File: src/rtl/lif_pkg.sv
// Shared types and constants for the time-multiplexed LIF neuron scheduler.
// Imported by the update datapath and the scheduler top level.
package lif_pkg;

    typedef enum logic [1:0] {
        S_IDLE  = 2'd0,
        S_FETCH = 2'd1,
        S_EMIT  = 2'd2,
        S_DONE  = 2'd3
    } lif_state_e;

    localparam int DEF_THRESHOLD = 230;
    localparam int DEF_REFRAC    = 2;

    localparam int BETA_HI_SH = 1;
    localparam int BETA_LO_SH = 3;

    // Width of a refractory counter able to hold REFRAC (at least 1 bit).
    function automatic int refr_width(input int refrac);
        return (refrac > 0) ? $clog2(refrac + 1) : 1;
    endfunction

endpackage

File: src/rtl/lif_update.sv
// Combinational single-neuron LIF update: leak, integrate, saturate,
// threshold test on the old state and refractory hold.
module lif_update
    import lif_pkg::*;
#(
    parameter int DATA_W    = 8,
    parameter int RW        = 2,
    parameter int THRESHOLD = DEF_THRESHOLD,
    parameter int REFRAC    = DEF_REFRAC
) (
    input  logic [DATA_W-1:0] s,
    input  logic [RW-1:0]     r,
    input  logic [DATA_W-1:0] c,
    input  logic              beta,
    output logic [DATA_W-1:0] s_next,
    output logic [RW-1:0]     r_next,
    output logic              spike
);

    logic [DATA_W-1:0] leak;
    logic [DATA_W:0]   sum;
    logic              over;

    // Refractory hold wins, then spike on the old state, else leaky integrate.
    always_comb begin
        leak   = beta ? (s >> BETA_HI_SH) : (s >> BETA_LO_SH);
        sum    = {1'b0, c} + {1'b0, leak};
        over   = (s >= DATA_W'(THRESHOLD));
        s_next = '0;
        r_next = '0;
        spike  = 1'b0;
        if (r != '0) begin
            r_next = r - RW'(1);
        end else if (over) begin
            spike  = 1'b1;
            r_next = RW'(REFRAC);
        end else begin
            s_next = sum[DATA_W] ? '1 : sum[DATA_W-1:0];
        end
    end

endmodule

File: src/rtl/lif_scheduler.sv
// Sweeps all neurons through one shared LIF update per tick, fetching one
// current per neuron and emitting the index of each neuron that spikes.
module lif_scheduler
    import lif_pkg::*;
#(
    parameter int NUM_NEURONS = 8,
    parameter int IDX_W       = 3,
    parameter int DATA_W      = 8,
    parameter int THRESHOLD   = DEF_THRESHOLD,
    parameter int REFRAC      = DEF_REFRAC
) (
    input  logic                   clk,
    input  logic                   rst,
    input  logic                   tick,
    input  logic [NUM_NEURONS-1:0] beta_mask,
    input  logic                   cur_valid,
    output logic                   cur_ready,
    output logic [IDX_W-1:0]       cur_idx,
    input  logic [DATA_W-1:0]      cur_data,
    output logic                   spk_valid,
    input  logic                   spk_ready,
    output logic [IDX_W-1:0]       spk_idx,
    output logic                   busy,
    output logic                   step_done,
    output logic                   overrun,
    input  logic [IDX_W-1:0]       dbg_idx,
    output logic [DATA_W-1:0]      dbg_state
);

    localparam int RW = refr_width(REFRAC);
    localparam logic [IDX_W-1:0] LAST = IDX_W'(NUM_NEURONS - 1);

    lif_state_e        fsm_q, fsm_d;
    logic [IDX_W-1:0]  idx_q, idx_d;
    logic              overrun_q, overrun_d;

    logic [DATA_W-1:0] state_q [NUM_NEURONS];
    logic [DATA_W-1:0] state_d [NUM_NEURONS];
    logic [RW-1:0]     refr_q  [NUM_NEURONS];
    logic [RW-1:0]     refr_d  [NUM_NEURONS];

    logic [DATA_W-1:0] upd_s;
    logic [RW-1:0]     upd_r;
    logic              upd_spike;
    logic              take;

    assign take = (fsm_q == S_FETCH) && cur_valid;

    lif_update #(
        .DATA_W    (DATA_W),
        .RW        (RW),
        .THRESHOLD (THRESHOLD),
        .REFRAC    (REFRAC)
    ) u_update (
        .s      (state_q[idx_q]),
        .r      (refr_q[idx_q]),
        .c      (cur_data),
        .beta   (beta_mask[idx_q]),
        .s_next (upd_s),
        .r_next (upd_r),
        .spike  (upd_spike)
    );

    // Sweep sequencing and sticky overrun on ticks that arrive while busy.
    always_comb begin
        fsm_d     = fsm_q;
        idx_d     = idx_q;
        overrun_d = overrun_q | (tick & (fsm_q != S_IDLE));
        unique case (fsm_q)
            S_IDLE: begin
                if (tick) begin
                    fsm_d = S_FETCH;
                    idx_d = '0;
                end
            end
            S_FETCH: begin
                if (cur_valid) begin
                    if (upd_spike) begin
                        fsm_d = S_EMIT;
                    end else if (idx_q == LAST) begin
                        fsm_d = S_DONE;
                    end else begin
                        idx_d = idx_q + IDX_W'(1);
                    end
                end
            end
            S_EMIT: begin
                if (spk_ready) begin
                    if (idx_q == LAST) begin
                        fsm_d = S_DONE;
                    end else begin
                        fsm_d = S_FETCH;
                        idx_d = idx_q + IDX_W'(1);
                    end
                end
            end
            S_DONE: begin
                fsm_d = S_IDLE;
                idx_d = '0;
            end
            default: begin
                fsm_d = S_IDLE;
                idx_d = '0;
            end
        endcase
    end

    // Write back the updated neuron when its current is accepted.
    always_comb begin
        state_d = state_q;
        refr_d  = refr_q;
        if (take) begin
            state_d[idx_q] = upd_s;
            refr_d[idx_q]  = upd_r;
        end
    end

    // Control registers.
    always_ff @(posedge clk or posedge rst) begin
        if (rst) begin
            fsm_q     <= S_IDLE;
            idx_q     <= '0;
            overrun_q <= 1'b0;
        end else begin
            fsm_q     <= fsm_d;
            idx_q     <= idx_d;
            overrun_q <= overrun_d;
        end
    end

    // Per-neuron membrane and refractory registers.
    always_ff @(posedge clk or posedge rst) begin
        if (rst) begin
            for (int i = 0; i < NUM_NEURONS; i++) begin
                state_q[i] <= '0;
                refr_q[i]  <= '0;
            end
        end else begin
            state_q <= state_d;
            refr_q  <= refr_d;
        end
    end

    assign cur_ready = (fsm_q == S_FETCH);
    assign cur_idx   = idx_q;
    assign spk_valid = (fsm_q == S_EMIT);
    assign spk_idx   = idx_q;
    assign busy      = (fsm_q != S_IDLE);
    assign step_done = (fsm_q == S_DONE);
    assign overrun   = overrun_q;
    assign dbg_state = (32'(dbg_idx) < 32'(NUM_NEURONS)) ? state_q[dbg_idx] : '0;

endmodule

File: config.mk
export PLATFORM = sky130hd
export DESIGN_NAME = lif_scheduler
export DESIGN_NICKNAME = d
export VERILOG_FILES = /design/src/rtl/lif_pkg.sv /design/src/rtl/lif_update.sv /design/src/rtl/lif_scheduler.sv
export SDC_FILE = /design/constraint.sdc
export NUM_CORES = 1
export LEC_CHECK = 0
export BUFFER_PORTS_ARGS = -buffer_cell sky130_fd_sc_hd__buf_2
export CAP_MARGIN = 10
export CORE_UTILIZATION = 41
export DETAILED_ROUTE_END_ITERATION = 10
export GPL_TIMING_DRIVEN = 1
export SETUP_SLACK_MARGIN = 0.2
export SYNTH_ARGS = -nofsm -noshare
export SYNTH_HDL_FRONTEND = slang
export SYNTH_SLANG_ARGS = --single-unit
File: constraint.sdc
create_clock -name clk -period 7 [get_ports clk]
set_input_delay 0.7 -clock clk [delete_from_list [all_inputs] [get_ports clk]]
set_output_delay 0.7 -clock clk [all_outputs]
set_load 0.05 [all_outputs]
==> impl_metrics.toml, run 1 <==
[outcome]
run_status = "finished clean"

[synthesis]
synth_seq_cells = 86
synth_nets = 431
ys.flop_type = "dfrtp_1"
synthArstFlopShare_pct = 100
synth_area_per_cell_um2 = 13.0
synth-edff-count = 0
synth_top_area_cell = "dfrtp_1"
synthesis.area_um2 = 5100
synth_cells = 392
synthTopCellsByArea = "dfrtp_1, mux2_2, mux4_2, mux2i_1, ha_1"
yosys_warnings = 0
synth.distinct_cells = 56
yosysTopAreaCellShare_pct = 42.2
yosysSeqAreaShare_pct = 42.2

[timing]
finalSetupViolations = 0
hold_slack_ps = 386
hold_viol = 0
clock_skew_ps = 6.24
period_share_pct = 70.7
finalCriticalPeriod_ps = 4950
rsz0062_at_grt = "false"
worstMarginPinSlew_ps = 1220
timing.setup.tns_ps = 0
fmax_mhz = 202
maxSlewHeadroom_pct = 18.5
finalMaxSlewViolations = 0

[die]
start_util_pct = 42.3
fp-row-count = 40
dieArea_um2 = 12900
ios = 43
die_x_um = 114
die_h_um = 114
core_um2 = 12100

[power]
powerDensity_nw_per_um2 = 472
power_frac_clock_pct = 16.5
seq_power_share_pct = 30.9
power.switching_mw = 1.20
p_total_mw = 2.72
leakagePower_nw = 2.67
p_sw_share_pct = 44.2
vdd.ir_drop.worst_v = 0.000147
internal-power_mw = 1.51
pwr-share-comb_pct = 52.5

[clock_network]
insertion_delay_ps = 340
clock_path_buffers = 2
clk_pin_slew_ps = 60
cts_hold_buf = 0
ctsRootBufferMaster = "clkbuf_16"
numCtsBuffers = 9
post_cts_buffers = 0
cts_tree = "done"
htree_levels = 3
clkSinkCount = 86
ctsResizeCount = 0

[cells_and_area]
layout_common_cells = "mux2_2, dfrtp_1, buf_2"
drive_gt1_share_pct = 40.8
final_nets = 471
antenna_cells = 0
final_common_cell = "mux2_2"
area.growth.synth_to_final_pct = 12.6

[worst_setup_path]
crit_type = "reg2reg"
critPathBufInv = 0
path_delay_family = "compound AO/OA/AOI/OAI gates"
cp_max_fo = 41
crit_path_frequent_cell = "a21oi_1"
critPathSlowestCell = "dfrtp_2"
cp-end-kind = "flop"
cp_cell_sequence = "mux2i_1 > nor2_1 > a21oi_1 > o22ai_1 > a21oi_1 > nand2_1 > o21a_1 > ha_1 > fa_1 > a21o_1 > a21oi_1 > o21bai_1 > a21oi_1 > xor2_1 > a211oi_1 > mux2_2"
required_ps = 7280
critPathArrivalTime_ps = 5230
cp-start-kind = "flop"
cpPeakStageDelay_ps = 1030
r2r_cells = 16
worst-path-stages = 16

[detailed_routing]
drtIter0Drc = 216
drt_drc_violations_left = 0
via_per_inst = 5.84
postRouteAntennaNets = 0
drt_pre_antenna_iters = 4
wirelength_mm = 12.4
vias = 3528
wl_per_cell_um = 20.6

[run]
maxCapViolations = 0

[placed_design]
post-dp-hpwl_mm = 8.49
gp_congestion = 0.848
io_buffer_count = 42

[global_routing]
grtUsageTotal_pct = 20.9
grt_pass1_wl_mm = 20.2
grt_max_degree = 55
antenna_found_initial = 0
grt-ovfl-total = 0
grt_pass1_vias = 3642

[min_path]
hp-class = "in2async"
==> path summary, 6_finish.rpt <==
kind | startpoint | end | slack [ps]
worst max-delay path | cur_idx[0] | state_q[62] | 2050
worst min-delay path | rst | state_q[48] | 390
worst max register to register | cur_idx[0] | state_q[62] | 2050
worst min register to register | overrun | overrun | 450
max in group asynchronous | rst | cur_idx[0] | 5480
min in group clk | overrun | overrun | 450
==> stage by stage <==
stage	util (%)	cell area, um2	setup WS, ps	std cells
global route	47.6	5750	1640	604
floorplan	-	5100	2360	392
global placement	45.4	5470	2260	589
detailed placement	45.4	5470	2090	589
finish	47.6	5750	2050	604
CTS	47.6	5750	2080	604
==> synth_stat cells, drive strengths merged (2+ instances only) <==
library cell   n
a211oi        11
a21o           7
a21oi         13
a221o          3
a22oi          2
a32o           2
buf           15
clkbuf         3
dfrtp         86
ha            14
inv           11
mux2          91
mux2i         25
mux4          22
nand2         13
nand2b         3
nand3          7
nor2          14
nor2b          3
nor3           6
o21a           3
o21ai          8
o21bai         4
o22ai          3
xnor2          3
==> logic make-up (layout without fill, tap and decap cells) <==
group,Yosys count,in the layout,synth area share [%]
buffers and inverters,29,73,2.97
AO/OA/AOI/OAI,69,69,10.4
flip-flops,86,86,42.2
XOR/XNOR,4,4,0.686
multiplexers,138,138,35.0
adder cells (fa/ha/maj),15,15,3.82
AND/OR/NAND/NOR,51,51,4.88
==> sequential cells by signal, indices dropped and copies added, names as in the netlist <==
register,flops
overrun,1
state_q,64
refr_q,16
fsm_q,2
cur_idx,3
==> worst register-to-register path, cell delays in order, from the launching register on <==
cell      delay [ps]
dfrtp_2         1030
mux2i_1          300
nor2_1            60
a21oi_1          130
o22ai_1           90
a21oi_1          610
nand2_1          110
o21a_1           150
ha_1             210
fa_1             410
a21o_1           190
a21oi_1          250
o21bai_1          90
a21oi_1          200
xor2_1            90
a211oi_1         680
mux2_2           290
==> final cells by class <==
| cell class | count | area, um2 |
|---|---|---|
| clock buffers | 12 | 256 |
| flip-flops and latches | 86 | 2150 |
| well taps | 168 | 210 |
| repair buffers | 47 | 248 |
| multi-input cells | 277 | 2820 |
| clock inverters | 3 | 20.0 |
| fillers | 1107 | 6310 |
| inverters | 11 | 42.5 |
==> metal layers <==
| layer | GRT usage (%) | share of wire, % |
|---|---|---|
| met2 | 34.3 | 48 |
| met3 | 4.25 | 4.6 |
| met4 | 8.25 | 2.6 |
| met1 | 27.2 | 45 |
| met5 | 0 | 0 |
==> power groups by stage <==
stage	Sequential (mW)	Clock (mW)	Combinational, mW
after global placement	0.835	0	1.40
after detailed placement	0.846	0	1.42
after global routing	0.866	0.483	1.55
after floorplan	0.772	0	1.16
final	0.840	0.449	1.43
after CTS	0.836	0.461	1.43
Note: power is estimated with default switching activity, not from simulation.
==> inputs of run 2 (changes only) <==
==> constraint.sdc (replaced) <==
create_clock -name clk -period 5.1 [get_ports clk]
set_input_delay 0.51 -clock clk [delete_from_list [all_inputs] [get_ports clk]]
set_output_delay 0.51 -clock clk [all_outputs]
set_load 0.05 [all_outputs]
==> impl_metrics.toml, run 2 (synthesis gave the netlist of run 1 again) <==
[cells_and_area]
area.growth.synth_to_final_pct = 13.9
final_nets = 476
drive_gt1_share_pct = 42.0
postLayoutCoreUtil_pct = 48.2
nFillCells = 1107
layout_common_cells = "mux2_2, dfrtp_1, buf_2"
final_common_cell = "mux2_2"
regMostFlops = "state_q"
postLayoutCellArea_um2 = 5820
antenna_cells = 0
largest_register_ffs = 64

[worst_setup_path]
required_ps = 5380
reg2reg_from = "cur_idx[0]"
reg2reg_slack_ps = 590
cp_max_fo = 28
cp-start-kind = "flop"
cp-end-kind = "flop"
r2r_cells = 17
critPathSlowestCell = "a211oi_1"
crit_type = "reg2reg"
critPathArrivalTime_ps = 4790
r2r_end = "state_q[50]"
cpPeakStageDelay_ps = 840
cp_cell_sequence = "inv_1 > nor2_1 > a21oi_1 > o22ai_1 > a21oi_1 > buf_4 > nand2_1 > o21a_1 > ha_1 > fa_1 > a21o_1 > a21oi_1 > o21ai_0 > a21o_1 > nand2_1 > a211oi_1 > mux2_2"
crit_path_frequent_cell = "a21oi_1"

[power]
powerDensity_nw_per_um2 = 657
p_total_mw = 3.82
leakagePower_nw = 2.71
vdd.ir_drop.worst_v = 0.000287

[clock_network]
insertion_delay_ps = 340
clk_pin_slew_ps = 60
clkSinkCount = 86
htree_levels = 3
cts_hold_buf = 0
ctsRootBufferMaster = "clkbuf_16"
cts_tree = "done"
numCtsBuffers = 9
clock_path_buffers = 2

[die]
die_h_um = 114
ios = 43
dieArea_um2 = 12900
core_um2 = 12100
fp-row-count = 40
start_util_pct = 42.3
die_x_um = 114

[detailed_routing]
via_per_inst = 5.83
drt_drc_violations_left = 0
vias = 3548
drtIter0Drc = 229
wl_per_cell_um = 20.9
wirelength_mm = 12.7
postRouteAntennaNets = 0
drt_pre_antenna_iters = 4

[min_path]
hp-class = "in2async"

[global_routing]
grtUsageTotal_pct = 20.8
grt_max_degree = 49
antenna_found_initial = 0
grt_pass1_vias = 3514
grt-ovfl-total = 0
grt_pass1_wl_mm = 20.0

[timing]
rsz0062_at_grt = "false"
hold_viol = 0
finalCriticalPeriod_ps = 4510
fmax_mhz = 222
maxSlewHeadroom_pct = 18.1
clock_skew_ps = 4.86
period_share_pct = 88.5
timing.setup.tns_ps = 0
finalMaxSlewViolations = 0
finalSetupViolations = 0
worstMarginPinSlew_ps = 1220

[placed_design]
post-dp-hpwl_mm = 8.68
dpl_cell_area_um2 = 5510
gp_congestion = 0.863
io_buffer_count = 42

[outcome]
run_status = "finished clean"

[run]
maxCapViolations = 0
run 2: area by class of cell:
class,count,area [um2],area share (%)
clock buffer,11,243,4.17
tap,168,210,3.61
sequential,86,2150,37.0
multi-input combinational,277,2830,48.6
clock inverter,4,55.1,0.947
inverter,11,42.5,0.731
timing repair buffer,52,285,4.91
run 2: routing by layer:
metal,vias up,wire length [um],GRT usage (%)
li1,1592,-,-
met1,1851,6010,28.2
met2,89,6080,33.8
met3,16,436,3.51
met4,0,225,7.28
met5,-,0,0
run 2: per-stage QoR:
step	hold WS [ps]	cells	worst slack (ps)
after floorplan	473	392	458
after global placement	437	594	542
after detailed placement	440	594	441
after CTS	262	609	421
after global routing	290	609	245
final	241	609	588
run 2: how the worst max path moves through the flow:
| stage | start | slack [ps] | to | depth (start not counted) |
|---|---|---|---|---|
| CTS | cur_idx[0] | 420 | state_q[62] | 16 |
| global route | cur_idx[0] | 250 | state_q[34] | 17 |
| finish | cur_idx[0] | 590 | state_q[50] | 17 |
| floorplan | cur_idx[0] | 460 | state_q[14] | 20 |
| global placement | cur_idx[0] | 540 | state_q[54] | 16 |
| detailed placement | cur_idx[0] | 440 | state_q[62] | 16 |
run 2: where the power goes:
| group | switching (mW) | internal (mW) |
|---|---|---|
| sequential | 0.216 | 0.912 |
| combinational | 1.19 | 0.839 |
| clock | 0.275 | 0.394 |
| total | 1.68 | 2.15 |
run 2: critical path, delay by kind of cell, from the launching register on:
family          cells  cell delay [ps]
simple gates        3              520
buf+inv             2              510
compound gates      9             1900
mux                 1              310
flops               1              820
fa+ha+maj           2              380
run 2: what timing repair did:
action,in CTS,in global routing
endpoints found under the hold margin,0,0
endpoints found under the setup margin,0,16
resized for setup,0,2
setup buffers,0,0
